===== config.mk =====
export PLATFORM = sky130hd
export DESIGN_NAME = multi_channel_random_generator
export DESIGN_NICKNAME = d
export VERILOG_FILES = /design/src/rtl/multi_channel_random_generator.sv
export SDC_FILE = /design/constraint.sdc
export NUM_CORES = 1
export LEC_CHECK = 0
export ABC_AREA = 1
export CAP_MARGIN = 20
export CELL_PAD_IN_SITES_DETAIL_PLACEMENT = 1
export CELL_PAD_IN_SITES_GLOBAL_PLACEMENT = 1
export CORE_MARGIN = 2
export CORE_UTILIZATION = 37
export DETAILED_ROUTE_END_ITERATION = 7
export GPL_ROUTABILITY_DRIVEN = 0
export HOLD_SLACK_MARGIN = 0.1
export PLACE_DENSITY = 0.83
export SLEW_MARGIN = 40
export SYNTH_ARGS = -nofsm -noshare
export SYNTH_HDL_FRONTEND = slang
export SYNTH_SLANG_ARGS = --single-unit

===== constraint.sdc =====
create_clock -name in_clock -period 2.1 [get_ports in_clock]
set_input_delay 0.42 -clock in_clock [delete_from_list [all_inputs] [get_ports in_clock]]
set_output_delay 0.42 -clock in_clock [all_outputs]
set_load 0.05 [all_outputs]

===== src/rtl/multi_channel_random_generator.sv =====
// multi_channel_random_generator
// NUM_CHANNELS independent ranged random sources. Each channel owns a 16-bit
// Galois LFSR and draws signed WIDTH-bit values uniformly over its inclusive
// [min, max] range by masking the LFSR to the span width and rejecting
// candidates that exceed the span. Results leave on a per-channel valid/ready
// handshake so the consumer can stall any channel without affecting others.
module multi_channel_random_generator #(
    parameter int WIDTH        = 8,
    parameter int NUM_CHANNELS = 4
) (
    input  logic                          in_clock,
    input  logic                          in_reset,
    input  logic                          in_seed_load,
    input  logic [15:0]                   in_seed,
    input  logic [NUM_CHANNELS-1:0]       in_enable,
    input  logic [NUM_CHANNELS*WIDTH-1:0] in_min,
    input  logic [NUM_CHANNELS*WIDTH-1:0] in_max,
    input  logic [NUM_CHANNELS-1:0]       in_ready,
    output logic [NUM_CHANNELS*WIDTH-1:0] out_random,
    output logic [NUM_CHANNELS-1:0]       out_valid,
    output logic [NUM_CHANNELS-1:0]       out_error
);

    localparam logic [15:0] LFSR_TAPS  = 16'hB400;
    localparam logic [15:0] RESET_SEED = 16'hACE1;

    localparam logic [1:0] ST_IDLE   = 2'd0;
    localparam logic [1:0] ST_SEARCH = 2'd1;
    localparam logic [1:0] ST_HOLD   = 2'd2;

    // One Galois right-shift step of x^16+x^14+x^13+x^11+1.
    function automatic logic [15:0] lfsr_step(input logic [15:0] v);
        return v[0] ? ({1'b0, v[15:1]} ^ LFSR_TAPS) : {1'b0, v[15:1]};
    endfunction

    // An all-zero LFSR would lock up, so substitute the state 1.
    function automatic logic [15:0] nonzero(input logic [15:0] v);
        return (v == 16'h0000) ? 16'h0001 : v;
    endfunction

    // Ones from the most significant set bit of d downward (0 when d is 0).
    function automatic logic [WIDTH-1:0] msb_mask(input logic [WIDTH-1:0] d);
        logic [WIDTH-1:0] m;
        m = d;
        for (int s = 1; s < WIDTH; s = s * 2) begin
            m = m | (m >> s);
        end
        return m;
    endfunction

    for (genvar gi = 0; gi < NUM_CHANNELS; gi++) begin : g_chan
        // Per-channel decorrelation constant mixed into every seed.
        localparam logic [15:0] K_CHAN = 16'(32'(gi) * 32'h0000_9E37);

        logic [WIDTH-1:0] min_s;
        logic [WIDTH-1:0] max_s;
        logic [WIDTH:0]   diff_wide_s;
        logic [WIDTH-1:0] diff_s;
        logic [WIDTH-1:0] mask_s;
        logic [WIDTH-1:0] cand_s;
        logic [WIDTH-1:0] sum_s;
        logic             range_bad_s;
        logic             accept_s;

        logic [1:0]       state_r;
        logic [1:0]       state_nxt_s;
        logic [15:0]      lfsr_r;
        logic [15:0]      lfsr_nxt_s;
        logic [WIDTH-1:0] random_r;
        logic [WIDTH-1:0] random_nxt_s;
        logic             valid_r;
        logic             valid_nxt_s;
        logic             error_r;
        logic             error_nxt_s;

        assign min_s = in_min[gi*WIDTH +: WIDTH];
        assign max_s = in_max[gi*WIDTH +: WIDTH];

        // Exact signed difference: one extra bit so min > max shows as a
        // negative result and a valid span fits in WIDTH unsigned bits.
        assign diff_wide_s = {max_s[WIDTH-1], max_s} - {min_s[WIDTH-1], min_s};
        assign range_bad_s = diff_wide_s[WIDTH];
        assign diff_s      = diff_wide_s[WIDTH-1:0];
        assign mask_s      = msb_mask(diff_s);
        assign cand_s      = lfsr_r[WIDTH-1:0] & mask_s;
        assign accept_s    = (cand_s <= diff_s);
        assign sum_s       = min_s + cand_s;

        // Channel FSM state register.
        always_ff @(posedge in_clock or negedge in_reset) begin
            if (!in_reset) begin
                state_r <= ST_IDLE;
            end else begin
                state_r <= state_nxt_s;
            end
        end

        // Next-state selection; a seed load forces every channel idle.
        always_comb begin
            state_nxt_s = state_r;
            if (in_seed_load) begin
                state_nxt_s = ST_IDLE;
            end else begin
                case (state_r)
                    ST_IDLE: begin
                        if (in_enable[gi] && !range_bad_s) begin
                            state_nxt_s = ST_SEARCH;
                        end else begin
                            state_nxt_s = ST_IDLE;
                        end
                    end
                    ST_SEARCH: begin
                        if (!in_enable[gi] || range_bad_s) begin
                            state_nxt_s = ST_IDLE;
                        end else if (accept_s) begin
                            state_nxt_s = ST_HOLD;
                        end else begin
                            state_nxt_s = ST_SEARCH;
                        end
                    end
                    ST_HOLD: begin
                        if (in_ready[gi]) begin
                            state_nxt_s = in_enable[gi] ? ST_SEARCH : ST_IDLE;
                        end else begin
                            state_nxt_s = ST_HOLD;
                        end
                    end
                    default: begin
                        state_nxt_s = ST_IDLE;
                    end
                endcase
            end
        end

        // Next values of the LFSR and the registered outputs.
        always_comb begin
            lfsr_nxt_s   = lfsr_r;
            random_nxt_s = random_r;
            valid_nxt_s  = valid_r;
            error_nxt_s  = error_r;
            if (in_seed_load) begin
                lfsr_nxt_s  = nonzero(in_seed ^ K_CHAN);
                valid_nxt_s = 1'b0;
                error_nxt_s = 1'b0;
            end else begin
                case (state_r)
                    ST_IDLE: begin
                        valid_nxt_s = 1'b0;
                        if (in_enable[gi]) begin
                            error_nxt_s = range_bad_s;
                        end else begin
                            error_nxt_s = 1'b0;
                        end
                    end
                    ST_SEARCH: begin
                        lfsr_nxt_s = lfsr_step(lfsr_r);
                        if (!in_enable[gi]) begin
                            error_nxt_s = 1'b0;
                        end else if (range_bad_s) begin
                            error_nxt_s = 1'b1;
                        end else begin
                            error_nxt_s = 1'b0;
                            if (accept_s) begin
                                random_nxt_s = sum_s;
                                valid_nxt_s  = 1'b1;
                            end else begin
                                valid_nxt_s  = valid_r;
                            end
                        end
                    end
                    ST_HOLD: begin
                        if (in_ready[gi]) begin
                            valid_nxt_s = 1'b0;
                        end else begin
                            valid_nxt_s = valid_r;
                        end
                        if (!in_enable[gi]) begin
                            error_nxt_s = 1'b0;
                        end else begin
                            error_nxt_s = error_r;
                        end
                    end
                    default: begin
                        valid_nxt_s = 1'b0;
                        error_nxt_s = 1'b0;
                    end
                endcase
            end
        end

        // Datapath registers: LFSR, held result, valid and error flags.
        always_ff @(posedge in_clock or negedge in_reset) begin
            if (!in_reset) begin
                lfsr_r   <= nonzero(RESET_SEED ^ K_CHAN);
                random_r <= {WIDTH{1'b0}};
                valid_r  <= 1'b0;
                error_r  <= 1'b0;
            end else begin
                lfsr_r   <= lfsr_nxt_s;
                random_r <= random_nxt_s;
                valid_r  <= valid_nxt_s;
                error_r  <= error_nxt_s;
            end
        end

        assign out_random[gi*WIDTH +: WIDTH] = random_r;
        assign out_valid[gi]                 = valid_r;
        assign out_error[gi]                 = error_r;
    end

endmodule

Word level (Yosys, flattened, before mapping):

Cells that the tools add are included.

* register bits after elaboration: 112
* bits of input ports: 91
* output and inout bits: 40
* logic and storage cells: 216

* add/sub/neg operators: 8
* magnitude comparators: 4
* equal/unequal tests: 28
* muxes and demuxes: 92
* bitwise logic cells: 28
* reduce and logical (&&, ||, !) cells: 36

Operators with widths (count)
* $mux W16: 16
* $logic_not A16 Y1: 4
* $ne A3 B3 Y1 const B: 20
* $mux W1: 48
* $sub A8 B8 Y9: 4
* $add A8 B8 Y8: 4
* $and A8 B8 Y8: 4
* $le A8 B8 Y1: 4
* $mux W2: 16
* $or A8 B4 Y8: 4
* $or A8 B6 Y8: 4
* $or A8 B7 Y8: 4
* $pmux W2 S3: 4
* $reduce_and A5 Y1: 4
* $not A9 Y9: 2
* $not A3 Y4: 4
* $reduce_and A4 Y1: 4
* $pmux W1 S3: 4
* $not A10 Y10: 1
* $eq A2 B1 Y1 const B: 4
* $eq A2 B2 Y1 const B: 4
* $logic_not A1 Y1: 8
* $logic_not A2 Y1: 4
* $pmux W1 S2: 4
* other kinds (4): 17

Logic depth before layout (Yosys ltp):

Gate-level depths: netlist of the first run.

* depth in word-level cells: 11
* mapped depth: 28
* gate-level depth less buffers: 28

Worst setup path after synthesis of the first run:

Ideal clock, no wire load.

* path type: input -> register
* start point: in in_max[0]
* end point: reg g_chan[0].random_r[6]
* library setup time: 118 ps
* arrival: 2947 ps
* data required time: 1982 ps
* slack: -964 ps
* cell stages on the path: 24
* buffers on the path: 1
* cells stage by stage: inv_1 > ha_1 > fa_1 > inv_1 > nand4_1 > nand3_1 > xnor2_1 > nor2b_1 > buf_2 > nand3_1 > nand2_1 > inv_1 > ha_1 > inv_1 > fa_1 > inv_1 > nand3_1 > nand2_1 > a21oi_1 > nor2_1 > nor2_1 > xnor2_1 > nand2_1 > nand2_1

* longest elaborated chain between the ends: 7
* elaborated cells between the ends (all ways): 9
* classes of those cells: add/sub (2); order compare (1); bitwise (5); reduce/logical (1)

RTL lines
* start: declaration: line 17 `input logic [NUM_CHANNELS*WIDTH-1:0] in_max,`
* $sub A8 B8 Y9 (*): line 81 `assign diff_wide_s = {max_s[WIDTH-1], max_s} - {min_s[WIDTH-1], min_s};`
* $or A8 B7 Y8: line 46 `m = m | (m >> s);`
* $or A8 B6 Y8: line 46
* $or A8 B4 Y8: line 46
* $and A8 B8 Y8: line 85 `assign cand_s = lfsr_r[WIDTH-1:0] & mask_s;`
* $le A8 B8 Y1: line 86 `assign accept_s = (cand_s <= diff_s);`
* $reduce_and A5 Y1 (no line)
* end signal: assignment: line 195 `random_r <= {WIDTH{1'b0}};`
* end signal: assignment: line 200 `random_r <= random_nxt_s;`
* end: declaration: line 69 `logic [WIDTH-1:0] random_r;`

Mark *: on every way between the ends. The rest lies on a longest branch, timed or not.
A chain may end at the register's enable or synchronous reset.

Worst setup path in the final report of the first run:

* start point: in in_max[24]
* end point: reg g_chan[3].random_r[7]

* longest elaborated chain between the ends: 7
* elaborated cells between the ends (all ways): 9
* classes of those cells: add/sub (2); order compare (1); bitwise (5); reduce/logical (1)

RTL lines (line)
* $sub A8 B8 Y9 (*): 81
* $or A8 B7 Y8: 46
* $or A8 B6 Y8: 46
* $or A8 B4 Y8: 46
* $and A8 B8 Y8: 85
* $le A8 B8 Y1: 86
* $reduce_and A5 Y1 (no line)
* end signal: assignment: 195
* end signal: assignment: 200
* end: declaration: 69

Marks and branches as above.

==> results of run 1 <==
[per-layer routing]
layer  vias to the layer above  track usage, %  wire length, um  share of wire, %
li1                       4927               -                -                 -
met1                      5501           34.98            17010                37
met2                       511           55.71            23400                51
met3                       194           4.081             2425               5.3
met4                         0           15.68             2645               5.8
met5                         -               0                0                 0
[worst max-delay path, stage by stage]
cell and delay (ns):
buf_12 0.11, inv_12 0.04, ha_4 0.12, inv_4 0.04
fa_2 0.40, nand3_2 0.12, nand2_4 0.08, xor2_4 0.22
nand2_1 0.13, nor3_2 0.28, a21oi_2 0.10, buf_4 0.15
buf_4 0.13, ha_1 0.17, a21oi_1 0.31, nand2_1 0.19
a21oi_2 0.25, nand3b_1 0.18, nand2_1 0.08, nand2_1 0.06
nand2_1 0.05
[cells by family after synthesis]
kind of cell | share of synthesized area (%)
adders and majority gates | 14.09
DFF | 31.41
xor gates and xnor gates | 3.460
AOI/OAI and AO/OA | 13.33
buffers and inverters | 10.25
and+or+nand+nor | 27.46
[worst paths after layout]
path	from	end	slack, ns
max in group asynchronous	in_reset	g_chan[1].lfsr_r[4]	0.79
setup / recovery	in_max[24]	g_chan[3].random_r[7]	-1.27
min in group asynchronous	in_reset	g_chan[2].state_r[1]	0.54
setup reg to reg	g_chan[3].lfsr_r[2]	g_chan[3].random_r[3]	-0.24
hold / removal	g_chan[1].lfsr_r[12]	g_chan[1].lfsr_r[12]	0.47
hold reg to reg	g_chan[1].lfsr_r[12]	g_chan[1].lfsr_r[12]	0.47
[sequential cells by signal (all words and copies together), names as in the netlist]
| signal | count |
|---|---|
| g_chan.random_r | 32 |
| g_chan.state_r | 8 |
| g_chan.valid_r | 4 |
| g_chan.error_r | 4 |
| g_chan.lfsr_r | 64 |
[cell type report]
type / instances / area share (%)
Multi-Input combinational cell: 896 / 46.17
Timing Repair Buffer: 441 / 24.28
Sequential cell: 112 / 18.95
Inverter: 215 / 5.825
Tap cell: 324 / 2.704
Clock buffer: 10 / 1.594
Clock inverter: 6 / 0.4507
Antenna cell: 2 / 0.03338
[synthesized netlist by cell type (all sizes together)]
master    n  share of area [%]
o21ai    52                2.9
ha       89                 12
a21oi    81                4.6
dfstp    30                8.7
nor3     14               0.78
o21a      1              0.083
o211ai   10               0.83
buf      14                1.0
nand4    23                1.6
clkbuf    8               0.33
nor2     76                3.6
nand3b    8                1.2
inv     215                8.9
a21boi    1              0.083
xor2     18                1.7
o21bai   10               0.83
nor2b     1              0.069
fa        8                1.8
dfrtp    82                 23
nand2   362                 15
xnor2    16                1.7
a221oi    2               0.19
a31oi     3               0.21
or2       7               0.48
and3      1              0.069
nor4b     1              0.097
o221ai   36                3.5
a22oi     1              0.083
nor4      5               0.35
nand3    66                4.1
[per-stage QoR]
stage | utilization (%) | hold WS [ns] | power [uW]
2_1_floorplan | - | 0.1244 | 6060
3_3_place_gp | 53.13 | 0.3801 | 8213
3_5_place_dp | 53.13 | 0.3913 | 8468
4_1_cts | 58.47 | 0.4725 | 10870
5_1_grt | 62.01 | 0.4963 | 12520
6_report | 62.01 | 0.4715 | 12010
[power by group through the flow]
stage | Combinational (uW) | Clock (uW) | Sequential [uW]
after CTS | 6060 | 1860 | 2950
final | 7130 | 1890 | 2990
after floorplan | 2200 | 0 | 3860
after global routing | 7530 | 1970 | 3030
after detailed placement | 5500 | 0 | 2970
after global placement | 5270 | 0 | 2940
[what timing repair did]
item / 4_1_cts / 5_1_grt
hold buffers: 1 / 0
hold endpoints to repair: 15 / 0
pin swaps: 145 / 141
endpoints found under the setup margin: 47 / 44
resized for setup: 281 / 204
gates cloned: 3 / 1
setup buffers: 44 / 20
==> impl_metrics.csv, run 1 <==
group,metric,value,unit
timing,fin_skew,0.01390,ns
clocking,clock_tree.buffer_depth,2,
setup_path,r2r_cells,16,
setup_path,cp_data_required_time,2.36,ns
layout,mostFrequentLayoutCells,"298 x buf_4, 260 x nand2_1, 156 x inv_1",
floorplan,core,24180,sq um
pwr,leakagePower,0.007403,uW
timing,setup_violations,44,
timing,max_freq,0.2963,GHz
flow_run,cap_violations,0,
pwr,p_clk_share,15.7,%
clocking,numCtsBuffers,9,
synth,synth_seq_area_share,31.41,%
grt,track_usage,30.56,%
layout,fin_area,14990,sq um
placement,dp_slack,-1.824,ns
detailed_routing,dr.pass1.iters,5,
placement,postPlaceCellArea,12850,sq um
min_path,hold_depth,2,
layout,mostFrequentLayoutCell,"buf_4",
synth,ys_types,42,
layout,area_growth,65.82,%
detailed_routing,vias_per_cell,5.550,
timing,fin_ws,-1.274,ns
clocking,clock_tree.root_cell,"clkbuf_16",
pwr,p_int,6600,uW
timing,final.setup.tns,-47.63,ns
synth,yosys_warnings,0,
grt,antenna_found_initial,3,
detailed_routing,drt_iter0_drc,732,
outcome,violations,"negative setup slack",
floorplan,die_x,160.3,um
setup_path,crit_fanout,3,
clocking,clkSinkCount,112,
outcome,status,"finished, violations left",
pwr,p_sw_share,45.04,%
clocking,htreeDepth,3,
layout,drive_gt1_share,42.86,%
placement,dp_hpwl,26300,um
detailed_routing,drc,0,
floorplan,start_util,37.40,%
layout,ff_latch_area,2840,sq um
setup_path,arrival,3.63,ns
timing,finalHoldViolCount,0,
min_path,hold_path.class,"reg2reg",
detailed_routing,vias,11130,
layout,multi_input_area,6922,sq um
pwr,peakVddDrop,0.4610,mV
synth,synth_area_per_cell,7.285,sq um
synth,syn-instance-count,1241,
synth,synth_seq_cells,112,
setup_path,setup.worst_path.end_class,"register",
setup_path,crit_type,"in2reg",
floorplan,die-area,25700,sq um
synth,syn_area,9041,sq um
timing,finalCritPeriodShare,160.7,%
timing,slew_viol_final,0,
grt,grt_pass1_wl,62650,um
detailed_routing,wl_per_cell,22.67,um
pwr,p_switching,5408,uW
timing,rsz0062_at_grt,"yes",
pwr,powerDensity,800.9,nW/um^2
detailed_routing,ant_nets,0,
layout,finalNetCount,1863,
pwr,power_frac_comb,59.4,%
grt,grt-ovfl-total,0,
pwr,power_frac_seq,24.9,%
layout,nFillCells,2876,
layout,layoutNonFillerInstCount,2006,
timing,relSlewSlack,63.61,%
grt,grt_max_degree,45,
setup_path,start_kind,"primary input",
clocking,cts_tree,"built",
timing,tightest_slew,0.5442,ns
synth,syn_nets,1429,
floorplan,fp-row-count,57,
clocking,clk_pin_slew,0.07,ns
floorplan,boundaryPins,131,
placement,placed_cells,1920,
grt,grt_pass1_vias,12050,
detailed_routing,wl,45470,um
timing,min_period,3.374,ns
floorplan,dieHeight,160.3,um
clocking,clock_latency,0.37,ns
placement,portBuffers,130,
No activity file was read; power rests on OpenSTA's default activity.
==> inputs of run 2 (changes only) <==
SETUP_SLACK_MARGIN = 0.05   (was not set)
==> run 2 against run 1 <==
  * The run still ends with negative setup slack left
  * Clock skew rose by 0.0011 ns
  * Register-to-register slack is essentially flat
  * Cell area barely moved
  * Clock-buffer cell count stayed put
  * Core utilization barely moved
  * Worst setup slack better by 0.0042 ns
  * Combinational power barely moved
  * Cell count did not move
  * Worst hold slack hardly changed
  * Total power is 0.21% higher
  * Largest power group unchanged
==> impl_metrics.csv, run 2 (synthesis results as in run 1) <==
group,metric,value,unit
timing,finalCritPeriodShare,160.5,%
floorplan,core,24180,sq um
pwr,leakagePower,0.007403,uW
layout,mostFrequentLayoutCells,"298 x buf_4, 260 x nand2_1, 156 x inv_1",
pwr,power_frac_comb,59.5,%
min_path,hold_path.class,"reg2reg",
setup_path,cp-startpoint,"in_min[5]",
grt,track_usage,30.56,%
placement,postPlaceCellArea,12850,sq um
timing,max_freq,0.2967,GHz
detailed_routing,drc,0,
timing,fin_skew,0.01503,ns
detailed_routing,ant_nets,0,
setup_path,crit_end,"g_chan[0].state_r[0]",
clocking,numCtsBuffers,9,
detailed_routing,wl_per_cell,22.94,um
timing,fin_ws,-1.270,ns
placement,dp_hpwl,26300,um
clocking,clock_tree.root_cell,"clkbuf_16",
timing,final.setup.tns,-47.71,ns
clocking,clkSinkCount,112,
detailed_routing,wl,46030,um
setup_path,crit_type,"in2reg",
setup_path,start_kind,"primary input",
placement,portBuffers,130,
pwr,p_sw_share,45.12,%
detailed_routing,vias,11170,
layout,fin_area,15000,sq um
floorplan,fp-row-count,57,
layout,finalNetCount,1863,
outcome,violations,"negative setup slack",
clocking,cts_tree,"built",
grt,grt_pass1_wl,62650,um
layout,area_growth,65.86,%
setup_path,cp_data_required_time,2.38,ns
setup_path,crit_fanout,5,
setup_path,arrival,3.65,ns
grt,antenna_found_initial,2,
clocking,clock_tree.buffer_depth,2,
layout,mostFrequentLayoutCell,"buf_4",
pwr,power_frac_seq,24.8,%
grt,grt-ovfl-total,0,
floorplan,dieHeight,160.3,um
timing,tightest_slew,0.5519,ns
layout,reg.largest.list,"g_chan.lfsr_r (64), g_chan.random_r (32), g_chan.state_r (8)",
detailed_routing,vias_per_cell,5.569,
setup_path,r2r_cells,10,
pwr,p_switching,5429,uW
timing,relSlewSlack,63.09,%
grt,grt_max_degree,45,
detailed_routing,drt_iter0_drc,790,
clocking,htreeDepth,3,
floorplan,die-area,25700,sq um
outcome,status,"finished, violations left",
pwr,p_clk_share,15.7,%
clocking,clk_pin_slew,0.09,ns
layout,largest_register,"g_chan.lfsr_r",
pwr,powerDensity,802.4,nW/um^2
floorplan,boundaryPins,131,
timing,min_period,3.370,ns
floorplan,start_util,37.40,%
placement,dp_slack,-1.824,ns
pwr,peakVddDrop,0.4621,mV
layout,largest_register_ffs,64,
setup_path,worstReg2RegStart,"g_chan[3].lfsr_r[2]",
setup_path,rrSetupSlack,-0.24,ns
timing,slew_viol_final,0,
setup_path,setup.worst_path.end_class,"register",
detailed_routing,dr.pass1.iters,5,
layout,fin_util,62.02,%
pwr,finalPower,12030,uW
grt,grt_pass1_vias,12050,
flow_run,cap_violations,0,
setup_path,r2r-end,"g_chan[3].random_r[7]",
clocking,clock_latency,0.37,ns
timing,setup_violations,45,
pwr,p_int,6604,uW
timing,finalHoldViolCount,0,
timing,rsz0062_at_grt,"yes",
floorplan,die_x,160.3,um
layout,drive_gt1_share,42.92,%
run 2: cell counts in the layout (fill, tap and decap cells not counted):
Identical to the previous run, type by type.
run 2: how the worst min path moves through the flow:
stage / from / to / slack [ns] / cells past startpoint
finish: g_chan[1].lfsr_r[12] / g_chan[1].lfsr_r[12] / 0.47 / 2
global route: g_chan[1].lfsr_r[12] / g_chan[1].lfsr_r[12] / 0.50 / 2
CTS: g_chan[1].lfsr_r[12] / g_chan[1].lfsr_r[12] / 0.47 / 2
detailed placement: in_reset / g_chan[2].state_r[1] / 0.39 / 1
global placement: in_reset / g_chan[2].state_r[1] / 0.38 / 1
floorplan: in_reset / g_chan[0].error_r / 0.12 / 0
run 2: cell type report:
class | count | area, sq um
multi-input combinational | 896 | 6925
antenna | 2 | 5.005
tap | 324 | 405.4
timing repair buffer | 441 | 3640
sequential | 112 | 2840
fill | 2877 | 9181
inverter | 215 | 873.3
clock inverter | 6 | 67.56
clock buffer | 10 | 239.0
run 2: routing by layer:
layer | up-vias | track usage (%) | share of wire (%)
met5 | - | 0 | 0
met3 | 206 | 4.081 | 5.1
li1 | 4933 | - | -
met1 | 5543 | 34.98 | 38
met4 | 0 | 15.68 | 6.5
met2 | 489 | 55.71 | 51
run 2: timing repair:
action                     4_1_cts  5_1_grt
gates cloned                     3        1
gates resized for setup        281      205
pin swaps                      145      141
hold endpoints to repair        15        0
setup buffers                   44       20
setup endpoints to repair       47       45
hold buffers                     1        0
run 2: metrics by stage:
| step | hold WS, ns | std cells |
|---|---|---|
| after floorplan | 0.1244 | 1241 |
| after global placement | 0.3801 | 1920 |
| after detailed placement | 0.3913 | 1920 |
| after CTS | 0.4725 | 1984 |
| after global routing | 0.4964 | 2006 |
| final | 0.4717 | 2006 |
run 2: critical path, stage by stage:
cell	delay [ns]
clkdlybuf4s15_2	0.22
inv_2	0.06
ha_4	0.26
a21oi_2	0.27
nand3_2	0.14
xnor2_2	0.19
nor2b_1	0.16
buf_4	0.17
nand2_4	0.07
nor2_4	0.12
nor2_2	0.06
ha_1	0.32
nand2_1	0.09
nand2_1	0.09
nand2_1	0.07
nand2_1	0.06
nand2_1	0.06
nand2_1	0.07
nand2_1	0.06
nand2_2	0.08
nand3_4	0.11
buf_6	0.15
nand2_2	0.07
nand2_1	0.07
a21oi_1	0.19
run 2: power groups by stage:
| stage | logic [uW] | registers [uW] | clock network (uW) |
|---|---|---|---|
| floorplan | 2200 | 3860 | 0 |
| global placement | 5270 | 2940 | 0 |
| detailed placement | 5500 | 2970 | 0 |
| CTS | 6060 | 2950 | 1860 |
| global route | 7540 | 3030 | 1970 |
| finish | 7150 | 2990 | 1890 |
==> inputs of run 3 (changes only) <==
CORE_UTILIZATION = 41   (was 37)
PLACE_DENSITY = 0.81   (was 0.83)
clock period = 3.8 ns   (was 2.1 ns; I/O delays follow)
==> run 3 against run 2 <==
  * The run still ends with negative setup slack left
  * Wire length is 11% lower
  * Die area shrank 9.5%
  * Clock skew fell by 0.0089 ns
  * Critical endpoint is now g_chan[0].random_r[7]
  * Cell count decreased by 7.2%
  * Worst setup slack improved by 1.1 ns
  * Highest routed layer unchanged
  * First-iteration DRC count down 14%
  * Total power decreased by 49%
  * Critical path depth decreased by 7
  * Non-clock buffer count down 97
  * Combinational power fell by 51%
  * Cell area shrank 9.8%
==> impl_metrics.csv, run 3 (synthesis results as in run 1) <==
group,metric,value,unit
outcome,status,"finished, violations left",
outcome,violations,"negative setup slack",
timing,final.setup.tns,-2.489,ns
placement,dp_slack,-0.5724,ns
timing,fin_skew,0.006121,ns
setup_path,r2r-end,"g_chan[0].random_r[6]",
grt,track_usage,26.70,%
pwr,peakVddDrop,0.3924,mV
grt,grt_pass1_vias,10480,
layout,mostFrequentLayoutCells,"301 x nand2_1, 211 x buf_4, 180 x inv_1",
clocking,numCtsBuffers,9,
setup_path,worstReg2RegStart,"g_chan[0].lfsr_r[0]",
detailed_routing,vias_per_cell,5.660,
detailed_routing,vias,10530,
floorplan,die_x,152.5,um
layout,area_growth,49.56,%
placement,portBuffers,130,
layout,fin_util,62.15,%
setup_path,start_kind,"primary input",
setup_path,rrSetupSlack,1.43,ns
timing,tightest_slew,0.8448,ns
layout,ff_latch_area,2840,sq um
setup_path,crit_type,"in2reg",
grt,antenna_found_initial,1,
setup_path,cp_data_required_time,4.10,ns
timing,relSlewSlack,43.51,%
clocking,clock_tree.root_cell,"clkbuf_16",
timing,min_period,3.981,ns
setup_path,crit_top_cell,"nand2_1",
setup_path,crit_family,"simple AND/OR/NAND/NOR gates",
detailed_routing,wl_per_cell,22.03,um
setup_path,setup.worst_path.end_class,"register",
clocking,cts_hold_buf,0,
floorplan,core,21760,sq um
detailed_routing,ant_nets,0,
layout,mostFrequentLayoutCell,"nand2_1",
timing,finalCritPeriodShare,104.8,%
setup_path,arrival,4.28,ns
timing,rsz0062_at_grt,"yes",
clocking,cts_tree,"built",
min_path,hold_path.class,"in2async",
floorplan,boundaryPins,131,
layout,drive_gt1_share,31.01,%
layout,layoutNonFillerInstCount,1861,
pwr,powerDensity,452.6,nW/um^2
grt,grt_pass1_wl,51050,um
detailed_routing,drt_iter0_drc,678,
setup_path,r2r_cells,14,
pwr,leakagePower,0.006950,uW
setup_path,crit_fanout,4,
timing,slew_viol_final,0,
setup_path,path_cells,"clkdlybuf4s50_1 -> ha_1 -> nand2_1 -> inv_1 -> nor2_1 -> nand2_2 -> xor2_4 -> nor3_1 -> a21oi_2 -> ha_1 -> a21oi_1 -> nand2_1 -> nand2_1 -> o211ai_1 -> nand3b_1 -> nand2_1 -> nand2_1 -> nand2_1",
placement,dp_hpwl,24310,um
clocking,clkSinkCount,112,
timing,setup_violations,24,
floorplan,start_util,41.56,%
detailed_routing,drc,0,
setup_path,slowest_stage,"clkdlybuf4s50_1",
setup_path,cpPeakStageDelay,0.43,ns
floorplan,fp-row-count,54,
grt,grt_max_degree,58,
detailed_routing,wl,40990,um
floorplan,die-area,23250,sq um
layout,multi_input_area,6235,sq um
clocking,clock_latency,0.36,ns
layout,largest_register,"g_chan.lfsr_r",
timing,max_freq,0.2512,GHz
clocking,htreeDepth,3,
placement,postPlaceCellArea,11990,sq um
layout,reg.largest.list,"g_chan.lfsr_r (64), g_chan.random_r (32), g_chan.state_r (8)",
layout,finalNetCount,1763,
layout,fin_area,13520,sq um
layout,nFillCells,2633,
grt,grt-ovfl-total,0,
detailed_routing,dr.pass1.iters,5,
setup_path,crit_buf_inv,2,
timing,fin_ws,-0.1811,ns
placement,placed_cells,1816,
clocking,clock_tree.buffer_depth,2,
floorplan,dieHeight,152.5,um
layout,largest_register_ffs,64,
timing,finalHoldViolCount,0,
clocking,clk_pin_slew,0.08,ns
flow_run,cap_violations,0,
run 3: cell count changes in the layout (fill, tap and decap cells not counted), sizes merged:
cell and change:
dlygate4sd2 -15, clkdlybuf4s15 -17, clkdlybuf4s50 +32, inv +3, bufinv -1, clkbuf -12
diode -1, buf -109, dlymetal6s2s +25, dlygate4sd3 -1, clkinvlp -2, nand3b -3
run 3: worst max-delay path by stage:
| stage | from | end | slack [ns] | cells after the start |
|---|---|---|---|---|
| final | in_max[3] | g_chan[0].random_r[7] | -0.18 | 18 |
| after detailed placement | in_max[0] | g_chan[0].random_r[2] | -0.57 | 26 |
| after global routing | in_max[2] | g_chan[0].random_r[7] | -0.35 | 25 |
| after global placement | in_min[8] | g_chan[1].random_r[1] | -0.31 | 25 |
| after CTS | in_min[1] | g_chan[0].random_r[2] | 0.04 | 24 |
| after floorplan | in_max[0] | g_chan[0].random_r[6] | 0.40 | 24 |
run 3: cell type report:
| cell class | count | share of cell area, % |
|---|---|---|
| sequential | 112 | 21.00 |
| clock inverter | 6 | 0.4349 |
| clock buffer | 10 | 1.767 |
| multi-input combinational | 893 | 46.11 |
| tap | 280 | 2.591 |
| timing repair buffer | 344 | 22.11 |
| antenna | 1 | 0.01851 |
| inverter | 215 | 5.968 |
run 3: power by group:
group | total, uW | internal (uW) | leakage [uW] | switching (uW)
registers | 1640 | 1470 | 0.00137 | 167
clock network | 989 | 479 | 0.000143 | 510
logic | 3490 | 1380 | 0.00544 | 2110
total | 6120 | 3330 | 0.00695 | 2780
run 3: repair_timing:
action / CTS / global route
resized for setup: 47 / 211
buffers inserted: 4 / 24
endpoints found under the setup margin: 40 / 44
pin swaps: 20 / 128
gates cloned: 1 / 0
run 3: layer usage:
layer / vias up / wire [um] / global-route usage [%]
met5: - / 0 / 0
met4: 0 / 1980 / 7.892
met3: 140 / 2105 / 3.669
met2: 444 / 21130 / 48.58
met1: 5232 / 15780 / 32.92
li1: 4717 / - / -
run 3: metrics by stage:
step | hold slack (ns) | power (uW)
3_3_place_gp | 0.4617 | 4393
5_1_grt | 0.3207 | 6396
6_report | 0.2984 | 6119
4_1_cts | 0.3060 | 5572
2_1_floorplan | 0.4481 | 3291
3_5_place_dp | 0.4663 | 4514
